==> src/rtl/debounce_scan.sv <==
// Multi-channel switch debouncer: one prescaler and one stable-count datapath
// time-shared across N_SW channels. Optional input sync: DEBOUNCE_SCAN_SYNC_EN.
module debounce_scan #(
  parameter int N_SW         = 4,
  parameter int TICK_DIV     = 50000,
  parameter int STABLE_TICKS = 8
) (
  input  logic            clk50m,
  input  logic            rst,
  input  logic [N_SW-1:0] sw,
  output logic [N_SW-1:0] sw_dbnc,
  output logic [N_SW-1:0] sw_hi,
  output logic [N_SW-1:0] sw_lo,
  output logic            scan_busy
);
  localparam int CW = $clog2(STABLE_TICKS + 1);
  localparam int DW = $clog2(TICK_DIV);
  localparam int IW = (N_SW > 1) ? $clog2(N_SW) : 1;

  generate
    if (TICK_DIV <= N_SW) begin : g_bad_cfg
      $error("debounce_scan: TICK_DIV must exceed N_SW");
    end
  endgenerate

  typedef enum logic {IDLE, SCAN} state_t;

  state_t                   state_q, state_d;
  logic [DW-1:0]            div_q, div_d;
  logic                     tick;
  logic [IW-1:0]            idx_q, idx_d;
  logic [N_SW-1:0][CW-1:0]  cnt_q, cnt_d;
  logic [N_SW-1:0]          dbnc_q, dbnc_d;
  logic [N_SW-1:0]          hi_q, hi_d;
  logic [N_SW-1:0]          lo_q, lo_d;
  logic [N_SW-1:0]          samp;
  logic                     s;

`ifdef DEBOUNCE_SCAN_SYNC_EN
  logic [N_SW-1:0] sync1_q, sync2_q;

  always_ff @(posedge clk50m) begin
    if (rst) begin
      sync1_q <= '0;
      sync2_q <= '0;
    end else begin
      sync1_q <= sw;
      sync2_q <= sync1_q;
    end
  end

  assign samp = sync2_q;
`else
  assign samp = sw;
`endif

  always_comb begin
    tick  = (div_q == DW'(TICK_DIV - 1));
    div_d = tick ? '0 : div_q + 1'b1;
  end

  // Only the channel under idx_q may change; edge pulses default to 0 every cycle.
  always_comb begin
    state_d   = state_q;
    idx_d     = idx_q;
    cnt_d     = cnt_q;
    dbnc_d    = dbnc_q;
    hi_d      = '0;
    lo_d      = '0;
    scan_busy = 1'b0;
    s         = samp[idx_q];
    case (state_q)
      IDLE: begin
        if (tick) begin
          state_d = SCAN;
          idx_d   = '0;
        end
      end
      SCAN: begin
        scan_busy = 1'b1;
        if (s == dbnc_q[idx_q]) begin
          cnt_d[idx_q] = '0;
        end else if (cnt_q[idx_q] == CW'(STABLE_TICKS - 1)) begin
          dbnc_d[idx_q] = s;
          cnt_d[idx_q]  = '0;
          hi_d[idx_q]   = s;
          lo_d[idx_q]   = ~s;
        end else begin
          cnt_d[idx_q] = cnt_q[idx_q] + 1'b1;
        end
        if (idx_q == IW'(N_SW - 1)) begin
          state_d = IDLE;
          idx_d   = '0;
        end else begin
          idx_d = idx_q + 1'b1;
        end
      end
      default: state_d = IDLE;
    endcase
  end

  always_ff @(posedge clk50m) begin
    if (rst) begin
      state_q <= IDLE;
      div_q   <= '0;
      idx_q   <= '0;
      cnt_q   <= '0;
      dbnc_q  <= '0;
      hi_q    <= '0;
      lo_q    <= '0;
    end else begin
      state_q <= state_d;
      div_q   <= div_d;
      idx_q   <= idx_d;
      cnt_q   <= cnt_d;
      dbnc_q  <= dbnc_d;
      hi_q    <= hi_d;
      lo_q    <= lo_d;
    end
  end

  assign sw_dbnc = dbnc_q;
  assign sw_hi   = hi_q;
  assign sw_lo   = lo_q;
endmodule

==> config.mk <==
export PLATFORM = sky130hd
export DESIGN_NAME = debounce_scan
export DESIGN_NICKNAME = d
export VERILOG_FILES = /design/src/rtl/debounce_scan.sv
export SDC_FILE = /design/constraint.sdc
export NUM_CORES = 1
export LEC_CHECK = 0
export ABC_CLOCK_PERIOD_IN_PS = 7090
export CAP_MARGIN = 20
export CORE_MARGIN = 5
export CORE_UTILIZATION = 50
export CTS_CLUSTER_DIAMETER = 40
export DETAILED_ROUTE_END_ITERATION = 16
export HOLD_SLACK_MARGIN = 0.06
export PLACE_DENSITY = 0.71
export REMOVE_ABC_BUFFERS = 1
export SKIP_LAST_GASP = 1
export SYNTH_ARGS = -nofsm -noshare
export SYNTH_HDL_FRONTEND = slang
export SYNTH_SLANG_ARGS = --single-unit
==> constraint.sdc <==
create_clock -name clk50m -period 7.09 [get_ports clk50m]
set_input_delay 0.709 -clock clk50m [delete_from_list [all_inputs] [get_ports clk50m]]
set_output_delay 0.709 -clock clk50m [all_outputs]
set_load 0.01 [all_outputs]
# After elaboration in Yosys (flattened, before gate mapping)
# Index checks and enable logic that the tools add are counted.
# op_classes
shifts	0
n_reduce_logical	4
muxes	21
n_lt_le_gt_ge	2
multipliers	0
bitwise_logic	8
add_sub_neg	3
n_div	0
eq_ne	5
# ops
cell	n
2-to-1 mux 16 bit	2
adder 16 x 1 -> 16 bit (second input constant)	1
bitwise AND 16 bit	1
bitwise mux 16 bit	1
equality test 16 bit (second input constant)	1
inverter 16 bit	1
bitwise AND 4 bit	2
binary-select mux 4 bit (select 2 bit)	1
demux 4 bit (select 2 bit)	1
2-to-1 mux 4 bit	2
2-to-1 mux 1 bit	6
adder 4 x 1 -> 4 bit (second input constant)	1
binary-select mux 1 bit (select 2 bit)	2
bitwise mux 4 bit	1
equality test 4 x 3 -> 1 bit (second input constant)	1
2-to-1 mux 2 bit	2
inverter 1 bit	4
one-hot mux 2 bit (2 select lines)	1
OR reduction 4 bit	1
< comparator 2 x 3 -> 1 bit (second input constant)	1
AND reduction 3 bit	1
adder 2 x 1 -> 2 bit (second input constant)	1
demux 1 bit (select 2 bit)	1
equality test 2 bit (second input constant)	1
6 further kinds	6
# totals
word_cells	53
mem_bits_rw	0
n_memories	0
output_inout_bits	13
rom_bits	0
latchBits	0
register_bits	47
in_bits	6

# Longest topological paths before layout
# Gate-level depths: netlist (run 1).
# logic_depth
depth_word	8
mapped_depth	8
ltp_nobuf	6

# Worst setup path before layout (run 1)
# No wires, ideal clock.
# synth_timing
kind	reg2reg
start	register idx_q[0]
end	register dbnc_q[0], in the netlist sw_dbnc[0]
path_stages_with_launch	9
path_slack_ns	4.848
t_required_ns	6.998
period_less_slack_ns	2.242
setup_ns	0.092
arrival_time_ns	2.150
path_buffers	2
path_cell_list	dfxtp_1 -> buf_6 -> mux4_1 -> ha_1 -> nand2_1 -> o22a_1 -> buf_2 -> nor4b_1 -> o32ai_1
# synth_between
elab_chain_len	5
elab_cells_between_ends	16
classes_between	2 x order compare; 2 x eq/ne; 9 x mux; 1 x bitwise; 2 x reduce/logical
# synth_lines
item	line	source
start: declaration	31	logic [IW-1:0] idx_q, idx_d;
start signal: assignment	114	idx_q <= idx_d;
< comparator 2 x 3 -> 1 bit (not written as such) (tied with other cells)	84	dbnc_d[idx_q] = s;
logical AND 1 bit (not written as such) (tied with other cells)	84	
2-to-1 mux 1 bit (not written as such) or equality test 1 bit (tied branches)	84, 81	
demux 1 bit (select 2 bit) or inverter 1 bit (tied branches)	-	
bitwise mux 4 bit or AND reduction 3 bit (tied branches)	-	
end signal: assignment	116	dbnc_q <= dbnc_d;
end: declaration	33	logic [N_SW-1:0] dbnc_q, dbnc_d;
# Parallel ways exist; a longest one is shown, timed or not. The select of a mux whose other input is x is not followed.
# A chain may end at the register's enable or synchronous reset.

# Worst setup path in the final report (run 1)
# layout_timing
start	register idx_q[0]
end	register cnt_q[15] (netlist bit)
# layout_between
elab_chain_len	8
elab_cells_between_ends	19
classes_between	1 x add/sub; 2 x order compare; 2 x eq/ne; 11 x mux; 2 x bitwise; 1 x reduce/logical
# layout_lines
item	line	source
branches (longest 7 deep; another with adder 4 x 1 -> 4 bit)	-	
2-to-1 mux 16 bit *	81	if (s == dbnc_q[idx_q]) begin
end signal: assignment	115	cnt_q <= cnt_d;
end: declaration	32	logic [N_SW-1:0][CW-1:0] cnt_q, cnt_d;
# Mark *: on every way between the ends. The select of a mux whose other input is x is not followed.

==> results.md, run 1 <==
- Grt total ovfl: 0
- Max cap viols: 0
- Share of cells above drive strength 1: 6.40%
- Compound-Gate Fraction of Synth Area: between 10% and 20%
- Sequential power share: between 60% and 70%
- R2r setup slk: 4.08 ns
- Synth Instances: 235
- Vias: between 1500 and 2000
- Count of cell types in the netlist: 37
- Critical path arrival: roughly 3.2 ns
- Hold endpoint: cnt_q[9]
- Clock period minus final worst setup slack: about 3.0 ns
- Slew @ Worst Pin: approximately 0.92 ns
- Die H: around 76 um
- Vias/cell: 5.64
- Detailed-router iteration count before antenna repair: 4
- Met2 wire length: about 2100 um
- Sw frac: between 20% and 30%
- Std-Cell Rows: 24
- Internal power: between 300 and 400 uW
- XOR/XNOR Fraction of Synth Area: between 7 and 8%
- Num CTS Buffers: 5
- Overall power: about 440 uW
- Clk pin slew, worst setup/hold paths: ~0.080 ns
- Fin area: ~2500 um^2
- Final hold vios: 0
- Logic pwr share: under 10%
- Finished Layout Cells: ~300
- Avg Inst Size Synth: ~9.3 um^2
- Slew margin rel.: 38.8%
- Initial Util: 50.9%
- Post-synthesis sequential area ratio: roughly 43%
- Routed WL: 4320 um
- Initial antenna violation count: 0
- Post-synthesis mux area share: between 10% and 20%
- Largest family of logic cells by synthesized area: simple AND/OR/NAND/NOR gates
- Routed Antenna Nets: 0
- Most frequent cells in the layout: 47 x dfxtp_1, 31 x nor2_1, 24 x nand2_1
- Period utilisation layout: a little over two fifths
- Critical path type: reg -> reg
- Post-CTS setup repair buffer count: 0
- Met3 WL: approximately 240 um
- GRT Total Usage: ~15%
- Core Box Area: 4290 um^2
- CTS tree: yes
- PortBufs: 18
- Resize count post-CTS: 0
- Pwr dens: around 180 nW/um^2
- Worst Hold Class: reg -> reg
- Vias in the first global route: roughly 1700
- Worst hold slack: about 0.45 ns
- FMAX: approximately 330 MHz
- M1 WL: about 2000 um
- Skew-Pair Late Insertion Delay: between 0.2 and 0.3 ns
- Clock tree root driver cell: clkbuf_8
- H-tree depth: 2
- Post-synthesis simple-gate area fraction: 21.7%
- CTS max path bufs: 2
- Fillers: 395
- Clock sink count: 47
- DR top layer: met4
- Post-Synth Adder-Cell Area: under 10%
- Dpl cells: between 200 and 300
- Width of the die: roughly 76 um
- DPL Wire Length: approximately 3000 um
- P&R area growth vs syn: 12.9%
- DRC: 0
- RSZ-0062 raised after global routing: false
- Worst Setup Start Kind: flip-flop
- YS warnings: 0
- Largest net degree at the start of global routing: 25
- CP required: around 7.3 ns
- Final setup fails: 0
- Status: finished, final reports clean
- Final Max Slew Viols: 0
- FF-to-FF End: cnt_q[15]
- Critical Path End Type: flip-flop
- Reg2reg path depth: 6
- Commonest non-fill, non-tap cell in the layout: dfxtp_1
- #FFs+latches synth: 47
- Nets: around 260
- Worst hold start: cnt_q[9]
- DP Area: between 2000 and 2500 um^2
- Quantity of hold-fixing buffers added after cts: 0
- Leakage: 0.000828 uW
- Sw Pwr: ~93 uW
- Post-route setup TNS: 0 ns
- DIE AREA: 5800 um^2
- VDD IR-drop max: roughly 0.13 mV
- Reg2Reg Launch Point: idx_q[0]
- Iter 0 DRT Violations: 190
- Hold path cells: 2
- N_diodes: 0
- GPL Wtd Cong: 0.828
- First-pass GRT wire length: ~7400 um
- Post-Syn Area: about 2200 um^2
- Skew final: between 0.006 and 0.007 ns
- CP Max Fanout: 15
- Top Ports: 19
- Clock share of power: 36.3%
- Routed wire length per instance: roughly 14 um
==> per-stage QoR <==
stage / worst slack, ns / util (%)
after global routing: 3.87 / 57.5
final: 4.08 / 57.5
after floorplan: 4.59 / -
after detailed placement: 4.02 / 55.5
after CTS: 4.10 / 57.5
after global placement: 4.08 / 55.5
==> state kept, by name (all words and copies together), names as in the netlist <==
signal,cells
sw_hi,4
sw_lo,4
div_q,16
sw_dbnc,4
cnt_q,16
idx_q,2
state_q,1
==> layout make-up <==
type	count	area, um^2	area share [%]
Timing Repair Buffer	18	180	7.29
Inverter	11	41.3	1.67
Sequential cell	47	941	38.1
Clock buffer	6	82.6	3.34
Tap cell	52	65.1	2.63
Clock inverter	1	5.00	0.203
Multi-Input combinational cell	167	1150	46.8
==> synthesized netlist by cell type <==
master	count	area share, %
nand4_1	4	1.1
clkbuf_1	5	0.86
buf_6	1	0.51
nand2b_1	3	0.86
nand2b_4	1	0.63
and3_1	2	0.57
mux4_2	1	1.0
ha_1	6	3.4
nand3_1	15	3.4
or4b_1	1	0.46
a211oi_1	1	0.34
o32ai_1	1	0.40
or4_4	2	1.0
o22a_1	1	0.40
o221a_2	1	0.51
buf_2	4	0.92
nor4b_1	4	1.6
a21o_1	1	0.34
xnor2_1	14	5.6
nor4_1	5	1.4
a21oi_1	14	3.2
xor2_2	1	0.74
mux4_1	4	4.8
o2111ai_1	3	1.2
mux2_2	3	1.5
o41ai_1	4	1.6
o21ai_1	1	0.23
nor3_1	5	1.1
xor2_1	2	0.80
nand2_1	24	4.1
a211o_1	1	0.40
inv_1	10	1.7
dfxtp_1	47	43
mux2i_1	6	2.7
o211ai_1	5	1.7
clkinv_1	1	0.17
nor2_1	31	5.3
==> worst max-delay path, stage by stage, from the launching register on <==
cell     delay, ns
dfxtp_1       0.70
mux4_1        0.74
ha_1          0.30
nand2_1       0.08
o22a_1        0.47
o21ai_1       0.21
o41ai_1       0.40
==> kinds of logic (layout without fill, tap and decap cells) <==
group	after synthesis	count (layout)
flip-flops	47	47
XOR/XNOR	17	17
buffers and inverters	21	36
adder cells (fa/ha/maj)	6	6
multiplexers	14	14
AO/OA/AOI/OAI	33	33
AND/OR/NAND/NOR	97	97
==> power groups by stage <==
stage                     logic, uW  registers [uW]  clock network [uW]
after floorplan                7.07             273                   0
after global placement         13.5             273                   0
after detailed placement       13.6             273                   0
after CTS                      13.7             267                 164
after global routing           14.8             267                 176
final                          13.6             267                 160
==> worst max-delay path by stage <==
stage / from / cells after the start / end
floorplan: idx_q[0] / 6 / cnt_q[7]
global placement: sw[1] / 5 / cnt_q[15]
detailed placement: sw[1] / 5 / cnt_q[11]
global route: idx_q[0] / 6 / cnt_q[11]
CTS: idx_q[0] / 6 / cnt_q[15]
finish: idx_q[0] / 6 / cnt_q[15]
==> metal layers <==
metal	global-route usage, %	vias to the layer above
met5	0	-
met4	6.12	0
met3	3.90	4
met2	25.0	49
met1	19.0	778
li1	-	871
Power figures use the tool's default switching activity.
==> inputs of run 2 (changes only) <==
--- a/config.mk
+++ b/config.mk
@@ -5,14 +5,14 @@
 export SDC_FILE = /design/constraint.sdc
 export NUM_CORES = 1
 export LEC_CHECK = 0
-export ABC_CLOCK_PERIOD_IN_PS = 7090
+export ABC_CLOCK_PERIOD_IN_PS = 2520
 export CAP_MARGIN = 20
 export CORE_MARGIN = 5
 export CORE_UTILIZATION = 50
 export CTS_CLUSTER_DIAMETER = 40
 export DETAILED_ROUTE_END_ITERATION = 16
 export HOLD_SLACK_MARGIN = 0.06
-export PLACE_DENSITY = 0.71
+export PLACE_DENSITY = 0.73
 export REMOVE_ABC_BUFFERS = 1
 export SKIP_LAST_GASP = 1
 export SYNTH_ARGS = -nofsm -noshare
==> constraint.sdc (replaced) <==
create_clock -name clk50m -period 2.52 [get_ports clk50m]
set_input_delay 0.252 -clock clk50m [delete_from_list [all_inputs] [get_ports clk50m]]
set_output_delay 0.252 -clock clk50m [all_outputs]
set_load 0.01 [all_outputs]
==> run 2 against run 1 <==
Sequential power rose to 2.8 times the previous value; non-clock buffer count is 9 higher; critical path depth unchanged; total power grew to 2.8 times the previous value; utilization up 1.4 points; clock-buffer cell count grew 1; clock skew shrank 0.0032 ns; cell count up 3.3%; first-iteration DRC count down 43%; combinational power rose to 3.1 times the previous value; routed wire length up 1.9%; critical path type unchanged; critical endpoint unchanged; largest cell class unchanged; largest power group unchanged.
==> results.md, run 2 (same netlist as run 1, synthesis figures left out) <==
- Vias: about 1700
- Routed WL: between 4000 and 5000 um
- Iter 0 DRT Violations: 109
- Vias/cell: 5.58
- Grt total ovfl: 0
- Largest net degree at the start of global routing: 16
- Fin util: 58.9%
- Leakage: 0.000867 uW
- Most frequent cells in the layout: 47 x dfxtp_1, 31 x nor2_1, 24 x nand2_1
- Slew @ Worst Pin: roughly 0.5 ns
- DIE AREA: roughly 5800 um^2
- CP required: 2.71 ns
- P&R area growth vs syn: 15.7%
- Core Box Area: around 4300 um^2
- Num CTS Buffers: 5
- Clock tree root driver cell: clkbuf_8
- Pre-CTS setup slack: 0.245 ns
- FF-to-FF End: cnt_q[15]
- Width of the die: roughly 76 um
- Reg2Reg Launch Point: idx_q[0]
- VDD IR-drop max: approximately 0.32 mV
- Die H: between 70 and 80 um
- Initial antenna violation count: 0
- Vias in the first global route: about 1700
- Skew final: between 0.003 and 0.004 ns
- N_diodes: 0
- Regs by FF count: cnt_q x16, div_q x16
- RSZ-0062 raised after global routing: false
- Post-route setup TNS: 0 ns
- Critical path arrival: about 2.5 ns
- Post-CTS setup repair buffer count: 0
- DPL Wire Length: roughly 3200 um
- FMAX: roughly 440 MHz
- Critical Path End Type: flip-flop
- Final WS setup: 0.232 ns
- Period utilisation layout: between 90 and 100%
- PortBufs: 18
- Final Max Slew Viols: 0
- First-pass GRT wire length: around 7700 um
- CTS tree: yes
- Max cap viols: 0
- Routed wire length per instance: 14.1 um
- Clk pin slew, worst setup/hold paths: approximately 0.08 ns
- Final setup fails: 0
- Detailed-router iteration count before antenna repair: 4
- Clock sink count: 47
- CP endpoint: cnt_q[15]
- Std-Cell Rows: 24
- DRC: 0
- GRT Total Usage: ~16%
- CP Max Fanout: 8
- Quantity of hold-fixing buffers added after cts: 0
- CTS max path bufs: 2
- Resize count post-CTS: 0
- Worst Setup Start Kind: flip-flop
- Pwr dens: about 490 nW/um^2
- Slew margin rel.: between 60% and 70%
- R2r setup slk: roughly 0.23 ns
- Skew-Pair Late Insertion Delay: 0.30 ns
- Reg2reg path depth: 6
- Crit path launch: idx_q[0]
- Routed Antenna Nets: 0
- Nets: roughly 270
- Status: finished, final reports clean
- Final hold vios: 0
- GPL Wtd Cong: between 0.8 and 0.9
- Initial Util: 50.9%
- Worst hold slack: roughly 0.45 ns
- Critical path type: reg -> reg
- Commonest non-fill, non-tap cell in the layout: dfxtp_1
- Top Ports: 19
- Clock period minus final worst setup slack: roughly 2.3 ns
- Worst Hold Class: reg -> reg
- Share of cells above drive strength 1: around 9.2%
- H-tree depth: 2
==> run 2: changes by cell type in the layout (fill, tap and decap cells not counted) <==
cell,delta
buf_4,+9
clkbuf_1,+2
clkbuf_8,-1
==> run 2: worst min path at each step <==
stage | startpoint | end | cells after the start
2_1_floorplan | rst | cnt_q[0] | 1
3_3_place_gp | cnt_q[9] | cnt_q[9] | 2
3_5_place_dp | cnt_q[5] | cnt_q[5] | 2
4_1_cts | cnt_q[5] | cnt_q[5] | 2
5_1_grt | cnt_q[1] | cnt_q[1] | 2
6_report | cnt_q[9] | cnt_q[9] | 2
==> run 2: metrics by stage <==
stage          cells  total power, uW  cell area, um^2
2_1_floorplan    225              787             2140
3_3_place_gp     304              810             2450
3_5_place_dp     304              810             2450
4_1_cts          312             1240             2530
5_1_grt          312             1290             2530
6_report         312             1230             2530
==> run 2: cell type report <==
| cell class | count | area, um^2 |
|---|---|---|
| tap | 52 | 65.1 |
| clock buffer | 7 | 76.3 |
| clock inverter | 1 | 5.00 |
| inverter | 11 | 41.3 |
| multi-input combinational | 167 | 1150 |
| timing repair buffer | 27 | 248 |
| fill | 397 | 1760 |
| sequential | 47 | 941 |
==> run 2: critical path: stages (launching register included) <==
cell     delay [ns]
dfxtp_1        0.51
mux4_1         0.64
ha_1           0.26
nand2_1        0.08
o22a_1         0.18
o21ai_1        0.13
o41ai_1        0.39
==> run 2: power breakdown <==
group | switching [uW] | internal, uW | leakage [uW] | total (uW)
logic | 24.6 | 18.2 | 0.000446 | 42.7
clock network | 241 | 195 | 0.0000422 | 436
registers | 3.78 | 746 | 0.000379 | 750
==> run 2: routing by layer <==
layer / up-vias / routed length (um) / track usage (%)
met3: 13 / 199 / 4.96
met2: 35 / 2140 / 27.0
li1: 882 / - / -
met4: 0 / 137 / 8.57
met5: - / 0 / 0
met1: 811 / 1930 / 18.1
